--- src/rtl/sarray_seq.sv ---
// sarray_seq: operation sequencer for the systolic array.
// Accepts one TMMA command at a time. It pulls K operand beats and skews the
// per-row/per-column control diagonally onto the left and top array edges.
// It then waits for the wavefront to drain, opens the store-C window and
// pulses done.
//
// Ports:
//   clk, rst              clock, asynchronous active-high reset
//   cmd_valid_i/ready_o   command handshake; kminus1/type/precision/acc fields
//   opnd_req_o/cnt_o      operand beat request and index; opnd_gnt_i issues it
//   left_*_o              per-row skewed valid/cnt/type/precision/acc
//   top_valid_o/cnt_o     per-column skewed valid/cnt (same skew as rows)
//   post_storec_valid_o   store-C shift window
//   busy_o, done_o        not-idle flag, one-cycle completion pulse
module sarray_seq #(
  parameter int SARRAY_H = 64,
  parameter int CNT_W    = 8,
  parameter int PREC_W   = 2,
  parameter int PE_LAT   = 1
) (
  input  logic                       clk,
  input  logic                       rst,
  input  logic                       cmd_valid_i,
  output logic                       cmd_ready_o,
  input  logic [CNT_W-1:0]           cmd_kminus1_i,
  input  logic                       cmd_type_i,
  input  logic [PREC_W-1:0]          cmd_precision_i,
  input  logic                       cmd_acc_i,
  output logic                       opnd_req_o,
  output logic [CNT_W-1:0]           opnd_cnt_o,
  input  logic                       opnd_gnt_i,
  output logic [SARRAY_H-1:0]        left_valid_o,
  output logic [CNT_W*SARRAY_H-1:0]  left_cnt_o,
  output logic [SARRAY_H-1:0]        left_type_o,
  output logic [PREC_W*SARRAY_H-1:0] left_precision_o,
  output logic [SARRAY_H-1:0]        left_acc_o,
  output logic [SARRAY_H-1:0]        top_valid_o,
  output logic [CNT_W*SARRAY_H-1:0]  top_cnt_o,
  output logic                       post_storec_valid_o,
  output logic                       busy_o,
  output logic                       done_o
);

  // Cycles for the last beat to cross the array diagonal and leave the last PE.
  localparam int DRAIN_CYC = 2*SARRAY_H - 2 + PE_LAT;
  localparam int DRAIN_W   = $clog2(DRAIN_CYC + 1);
  localparam int STORE_W   = $clog2(SARRAY_H + 1);

  typedef enum logic [2:0] {
    IDLE  = 3'd0,
    ISSUE = 3'd1,
    DRAIN = 3'd2,
    STORE = 3'd3,
    DONE  = 3'd4
  } state_t;

  state_t              state;
  state_t              next_state;
  logic [CNT_W-1:0]    kminus1;
  logic                cmd_type;
  logic [PREC_W-1:0]   cmd_prec;
  logic                cmd_acc;
  logic [CNT_W-1:0]    beat_cnt;
  logic [DRAIN_W-1:0]  drain_cnt;
  logic [STORE_W-1:0]  store_cnt;
  logic                issue;
  logic                last_beat;

  // A grant counts only while requesting, so a stray grant is ignored.
  assign issue     = (state == ISSUE) && opnd_gnt_i;
  assign last_beat = (beat_cnt == kminus1);

  // State register.
  always_ff @(posedge clk or posedge rst) begin
    if (rst) begin
      state <= IDLE;
    end else begin
      state <= next_state;
    end
  end

  // Next-state decode.
  always_comb begin
    next_state = state;
    case (state)
      IDLE:  if (cmd_valid_i) next_state = ISSUE; else next_state = IDLE;
      ISSUE: if (issue && last_beat) next_state = DRAIN; else next_state = ISSUE;
      DRAIN: if (drain_cnt == {DRAIN_W{1'b0}}) next_state = STORE; else next_state = DRAIN;
      STORE: if (store_cnt == {STORE_W{1'b0}}) next_state = DONE; else next_state = STORE;
      DONE:  next_state = IDLE;
      default: next_state = IDLE;
    endcase
  end

  // State-decoded outputs.
  always_comb begin
    cmd_ready_o = 1'b0;
    opnd_req_o  = 1'b0;
    opnd_cnt_o  = {CNT_W{1'b0}};
    busy_o      = 1'b1;
    case (state)
      IDLE: begin
        cmd_ready_o = 1'b1;
        busy_o      = 1'b0;
      end
      ISSUE: begin
        opnd_req_o = 1'b1;
        opnd_cnt_o = beat_cnt;
      end
      DRAIN, STORE, DONE: begin
        busy_o = 1'b1;
      end
      default: begin
        busy_o = 1'b1;
      end
    endcase
  end

  // Command latch and the beat / drain / store counters.
  always_ff @(posedge clk or posedge rst) begin
    if (rst) begin
      kminus1   <= {CNT_W{1'b0}};
      cmd_type  <= 1'b0;
      cmd_prec  <= {PREC_W{1'b0}};
      cmd_acc   <= 1'b0;
      beat_cnt  <= {CNT_W{1'b0}};
      drain_cnt <= {DRAIN_W{1'b0}};
      store_cnt <= {STORE_W{1'b0}};
    end else begin
      case (state)
        IDLE: begin
          if (cmd_valid_i) begin
            kminus1  <= cmd_kminus1_i;
            cmd_type <= cmd_type_i;
            cmd_prec <= cmd_precision_i;
            cmd_acc  <= cmd_acc_i;
            beat_cnt <= {CNT_W{1'b0}};
          end
        end
        ISSUE: begin
          // Hold at K-1 on the last beat so the counter never wraps.
          if (issue) begin
            if (last_beat) begin
              drain_cnt <= DRAIN_W'(DRAIN_CYC - 1);
            end else begin
              beat_cnt <= beat_cnt + CNT_W'(1);
            end
          end
        end
        DRAIN: begin
          if (drain_cnt == {DRAIN_W{1'b0}}) begin
            store_cnt <= STORE_W'(SARRAY_H - 1);
          end else begin
            drain_cnt <= drain_cnt - DRAIN_W'(1);
          end
        end
        STORE: begin
          if (store_cnt != {STORE_W{1'b0}}) begin
            store_cnt <= store_cnt - STORE_W'(1);
          end
        end
        default: begin
          store_cnt <= store_cnt;
        end
      endcase
    end
  end

  // Diagonal skew chain: stage 0 takes the issued beat (valid 0 on a bubble),
  // stage r copies stage r-1 every cycle so the wavefront keeps moving in all states.
  always_ff @(posedge clk or posedge rst) begin
    if (rst) begin
      left_valid_o     <= {SARRAY_H{1'b0}};
      left_cnt_o       <= {(CNT_W*SARRAY_H){1'b0}};
      left_type_o      <= {SARRAY_H{1'b0}};
      left_precision_o <= {(PREC_W*SARRAY_H){1'b0}};
      left_acc_o       <= {SARRAY_H{1'b0}};
    end else begin
      left_valid_o[0]              <= issue;
      left_cnt_o[CNT_W-1:0]        <= beat_cnt;
      left_type_o[0]               <= cmd_type;
      left_precision_o[PREC_W-1:0] <= cmd_prec;
      left_acc_o[0]                <= cmd_acc;
      for (int r = 1; r < SARRAY_H; r++) begin
        left_valid_o[r]                  <= left_valid_o[r-1];
        left_cnt_o[r*CNT_W +: CNT_W]     <= left_cnt_o[(r-1)*CNT_W +: CNT_W];
        left_type_o[r]                   <= left_type_o[r-1];
        left_precision_o[r*PREC_W +: PREC_W] <= left_precision_o[(r-1)*PREC_W +: PREC_W];
        left_acc_o[r]                    <= left_acc_o[r-1];
      end
    end
  end

  // Columns see exactly the same skew as rows.
  assign top_valid_o = left_valid_o;
  assign top_cnt_o   = left_cnt_o;

  // Registered status pulses, aligned with the STORE and DONE states.
  always_ff @(posedge clk or posedge rst) begin
    if (rst) begin
      post_storec_valid_o <= 1'b0;
      done_o              <= 1'b0;
    end else begin
      post_storec_valid_o <= (next_state == STORE);
      done_o              <= (next_state == DONE);
    end
  end

endmodule
--- config.mk ---
export PLATFORM = sky130hd
export DESIGN_NAME = sarray_seq
export DESIGN_NICKNAME = d
export VERILOG_FILES = /design/src/rtl/sarray_seq.sv
export SDC_FILE = /design/constraint.sdc
export NUM_CORES = 1
export LEC_CHECK = 0
export CORE_AREA = 2 2 552 554
export CTS_CLUSTER_SIZE = 10
export DETAILED_ROUTE_END_ITERATION = 16
export DIE_AREA = 0 0 554 556
export PLACE_DENSITY = 0.3
export SYNTH_ARGS = -nofsm -noshare
export SYNTH_HDL_FRONTEND = slang
export SYNTH_SLANG_ARGS = --single-unit
--- constraint.sdc ---
create_clock -name clk -period 85.1 [get_ports clk]
set_input_delay 21.275 -clock clk [delete_from_list [all_inputs] [get_ports clk]]
set_output_delay 21.275 -clock clk [all_outputs]
set_load 0.01 [all_outputs]
# After elaboration in Yosys (flattened, before gate mapping)
# Cells that the tools add are included.
[classes]
multipliers = 0
bitwise_logic = 0
magnitude_cmp = 0
div_mod_pow = 0
shifts = 0
n_addsub = 3
n_mux = 20
eq_ne = 13
reduce_logical = 13
[ops]
columns = ["op", "count"]
rows = [
  ["7-bit two-way mux", 5],
  ["8-bit two-way mux", 4],
  ["7-bit one-hot mux with 2 select lines", 2],
  ["8-bit one-hot mux with 2 select lines", 1],
  ["7-bit zero test", 2],
  ["2-bit != test, second input constant", 7],
  ["7-bit by 1-bit subtractor with 7-bit output, second input constant", 2],
  ["3-bit one-hot mux with 4 select lines", 1],
  ["3-bit by 2-bit == test with 1-bit output, second input constant", 3],
  ["8-bit by 1-bit adder with 8-bit output, second input constant", 1],
  ["8-bit == test", 1],
  ["4-bit AND reduction", 2],
  ["7-bit nonzero test", 1],
  ["2-bit nonzero test", 3],
  ["1-bit two-way mux", 5],
  ["3-bit by 1-bit == test with 1-bit output, second input constant", 1],
  ["3-bit == test, second input constant", 1],
  ["3-bit zero test", 1],
  ["3-bit two-way mux", 1],
  ["3-bit AND reduction", 1],
  ["1-bit logical AND", 2],
  ["2-bit two-way mux", 1],
  ["2-bit AND reduction", 1],
]
[word_totals]
out_inout_bits = 1421
n_memories = 0
inputBits = 16
regBits = 871
latchBits = 0
word_cells = 64
mem_bits_rw = 0
mem_bits_ro = 0

# Depth between registers and ports, before layout
[depth]
ltp_word = 6
ltp_mapped = 8
ltp_nobuf = 7

# Worst setup path before layout
# Ideal clock, no wire load.
[synth_path]
path_type = "reg2out"
from = "register state[0]"
to = "output opnd_cnt_o[0]"
t_arrival_ns = 1.050
t_required_ns = 63.825
slack_ns = 62.775
stages_incl_launch_ff = 4
path_buffers = 2
cell_sequence = "dfrtp_1 > clkbuf_1 > clkbuf_1 > and3_1"
[synth_via]
elab_chain_len = 2
[synth_rtl]
columns = ["item", "line", "rtl"]
rows = [
  ["start: declaration", "57", "state_t state;"],
  ["start signal: assignment", "78", "state <= next_state;"],
  ["3-bit by 1-bit == test with 1-bit output", "101", "case (state)"],
  ["8-bit two-way mux", "101", ""],
  ["end: declaration", "30", "output logic [CNT_W-1:0] opnd_cnt_o,"],
]
# No other way between the ends.

==> impl_metrics.py <==
metrics = {
    "finish": {
        "fin_area_um2": 45700,
        "nFillCells": 33282,
        "multi_input_area_um2": 987,
        "area_growth_pct": 68.1,
        "final_nets": 2630,
        "drive_above_1_share": 0.0627,
        "regArea_um2": 21800,
    },
    "outcome": {
        "status": "complete, no violations",
    },
    "synth": {
        "postSynthCellCount": 1632,
        "synthesis.area_um2": 27200,
        "ys_types": 42,
        "seq_area_frac_synth": 0.802,
        "synth_ff_type": "dfrtp_1",
        "synth_top_cell_by_area": "dfrtp_1",
        "synth_common_cells": "dfrtp_1 (871), buf_4 (576), nand2_1 (54), xnor2_1 (13), inv_1 (11)",
        "yosysWarnings": 0,
        "synth_top_area_frac": 0.802,
        "synth_most_common_cell": "dfrtp_1",
        "synth.avg_cell_area_um2": 16.7,
        "synth_seq_cells": 871,
        "yosys-top-cells-area": "dfrtp_1 (80%), buf_4 (16%), nand2_1 (0.75%)",
        "syn_nets": 1653,
        "async_flop_share": 1.00,
        "synth_edf_count": 0,
    },
    "setup_path": {
        "startpoint": "rst",
        "required_ns": 85.87,
        "regToRegSetupSlack_ns": 82.49,
        "critPathCaptureType": "asynchronous set/reset pin",
        "timing.rr.end": "beat_cnt[5]",
        "r2r_cells": 4,
        "endpoint": "left_cnt_o[238]",
        "r2r_start": "state[0]",
        "crit_path_start_kind": "primary input",
        "critPathArrivalTime_ns": 25.41,
        "crit_path_max_fanout": 100,
        "path_class": "in2async",
    },
    "power": {
        "cellLeakagePower_nw": 18.8,
        "power_density_nw_per_um2": 31.1,
        "worst_ir_drop_vdd_uv": 20.7,
    },
    "global_routing": {
        "antenna_found_initial": 9,
        "track_usage": 0.0931,
        "grt_pass1_wl_um": 192000,
        "grt_pass1_vias": 18220,
        "grt_max_degree": 149,
        "grt.overflow.total": 0,
    },
    "sta": {
        "max_slew_margin": 0.392,
        "tightestPinTransition_ns": 0.912,
        "skew_ns": 0.0416,
        "drv_slew": 0,
        "min_period_ns": 24.63,
        "fmax_ghz": 0.0406,
        "rsz0062_at_grt": "false",
        "timing.final.crit_share": 0.289,
        "setup_viol": 0,
        "fin_setup_tns_ns": 0,
        "hold_violations": 0,
    },
    "cts": {
        "worstSkewPairLatency_ns": 0.81,
        "ctsResizeCount": 0,
        "cts_tree": "yes",
        "cts_setup_buffers": 0,
        "cts.sinks": 871,
        "cts-root-buf": "clkbuf_16",
        "htreeDepth": 3,
        "cts_buffer_depth": 4,
        "ctsHoldBuffers": 0,
        "cts_made_buffers": 112,
        "clkSlewWorstSetupHoldPaths_ns": 0.06,
    },
    "route": {
        "drcViolationCount": 0,
        "wirelength_um": 149000,
        "dr.pass1.iters": 4,
        "drt_iter0_markers": 672,
        "vias": 16149,
        "vias_per_cell": 2.43,
        "antenna_left": 0,
        "wire_per_inst_um": 22.5,
    },
    "die": {
        "start_util": 0.0900,
        "boundaryPins": 1437,
        "rows": 202,
        "core_area_um2": 302000,
        "die-area_um2": 308000,
        "fp.dieW_um": 554,
        "die_y_um": 556,
    },
    "placed_design": {
        "placed_cell_area_um2": 42300,
        "dp_hpwl_um": 123000,
        "port_buffers": 1436,
        "gp_congestion": 0.813,
    },
    "flow_run": {
        "maxCapViolations": 0,
    },
    "hold_path": {
        "hp-class": "reg2reg",
    },
}
critical path, stage by stage:
cell and delay [ns]:
clkdlybuf4s50_1 0.49, inv_8 0.53, buf_4 0.63, buf_4 0.63
buf_4 0.70, buf_4 0.79
per-layer routing:
metal | vias up | track usage | wire length, um
met3 | 162 | 0.0362 | 13600
met4 | 0 | 0.0322 | 5060
met5 | - | 0 | 0
met1 | 8394 | 0.0879 | 48500
met2 | 1011 | 0.180 | 82300
li1 | 6582 | - | -
cell usage in the layout (no fill, tap or decap), types with 2 or more instances in the layout:
cell type and n:
clkdlybuf4s50_1 1436, dfrtp_1 871, clkbuf_16 112, nand2_1 54
clkbuf_1 22, xnor2_1 13, nor2_1 10, inv_1 10
clkbuf_8 10, buf_4 9, and3_1 8, o21ai_0 8
clkinv_2 8, a21oi_1 7, bufinv_16 7, nand4_1 6
nor4_1 6, nand3_1 5, ha_1 5, clkinvlp_4 5
diode_2 4, or3_1 3, nor2b_1 3, xor2_1 3
or2_2 3, a22o_1 3, inv_16 3, nand2b_1 2
or4_1 2, nor3_1 2, o21a_1 2, nand4b_1 2
a31oi_1 2, o2bb2ai_1 2, buf_12 2
layout make-up:
type,count,share of cell area
tap,3978,0.109
multi-input combinational,166,0.0216
clock inverter,24,0.00827
sequential,871,0.477
timing repair buffer,1447,0.317
clock buffer,144,0.0661
inverter,11,0.00107
antenna,4,0.000219
report_power, final:
| part | total [mW] | internal (mW) | switching [mW] |
|---|---|---|---|
| Clock | 0.453 | 0.268 | 0.185 |
| Combinational | 0.371 | 0.206 | 0.166 |
| Sequential | 0.595 | 0.497 | 0.0984 |
| Total | 1.42 | 0.970 | 0.449 |
sequential cells by signal, summed over array words and instances (netlist names), 2 cells and up:
name / count
left_cnt_o: 512
left_precision_o: 128
left_acc_o: 64
left_type_o: 64
left_valid_o: 64
beat_cnt: 8
kminus1: 8
drain_cnt: 7
store_cnt: 7
state: 3
cmd_prec: 2
cells by family after synthesis:
kind of cell | synth area share
flops | 0.802
buf+inv | 0.162
simple gates | 0.0202
compound gates | 0.00787
xor+xnor | 0.00516
fa+ha+maj | 0.00230
mux | 0.000783
worst min path at each step:
| stage | start | end | cells past startpoint | slack (ns) |
|---|---|---|---|---|
| 2_1_floorplan | beat_cnt[3] | left_cnt_o[3] | 0 | 0.35 |
| 3_3_place_gp | left_precision_o[51] | left_precision_o[53] | 0 | 0.36 |
| 3_5_place_dp | left_precision_o[58] | left_precision_o[60] | 0 | 0.36 |
| 4_1_cts | left_cnt_o[412] | left_cnt_o[420] | 0 | 0.35 |
| 5_1_grt | left_precision_o[50] | left_precision_o[52] | 0 | 0.38 |
| 6_report | left_type_o[30] | left_type_o[31] | 0 | 0.36 |
through the flow:
stage	setup slack [ns]	instances	total power, mW	util	hold slack [ns]
6_report	60.47	6645	1.42	0.151	0.355
2_1_floorplan	39.35	1632	0.694	-	0.352
5_1_grt	59.83	6642	1.49	0.151	0.377
3_3_place_gp	59.49	6473	0.994	0.140	0.358
4_1_cts	60.31	6641	1.46	0.151	0.352
3_5_place_dp	59.43	6473	0.984	0.140	0.357
Power figures use the tool's default switching activity.
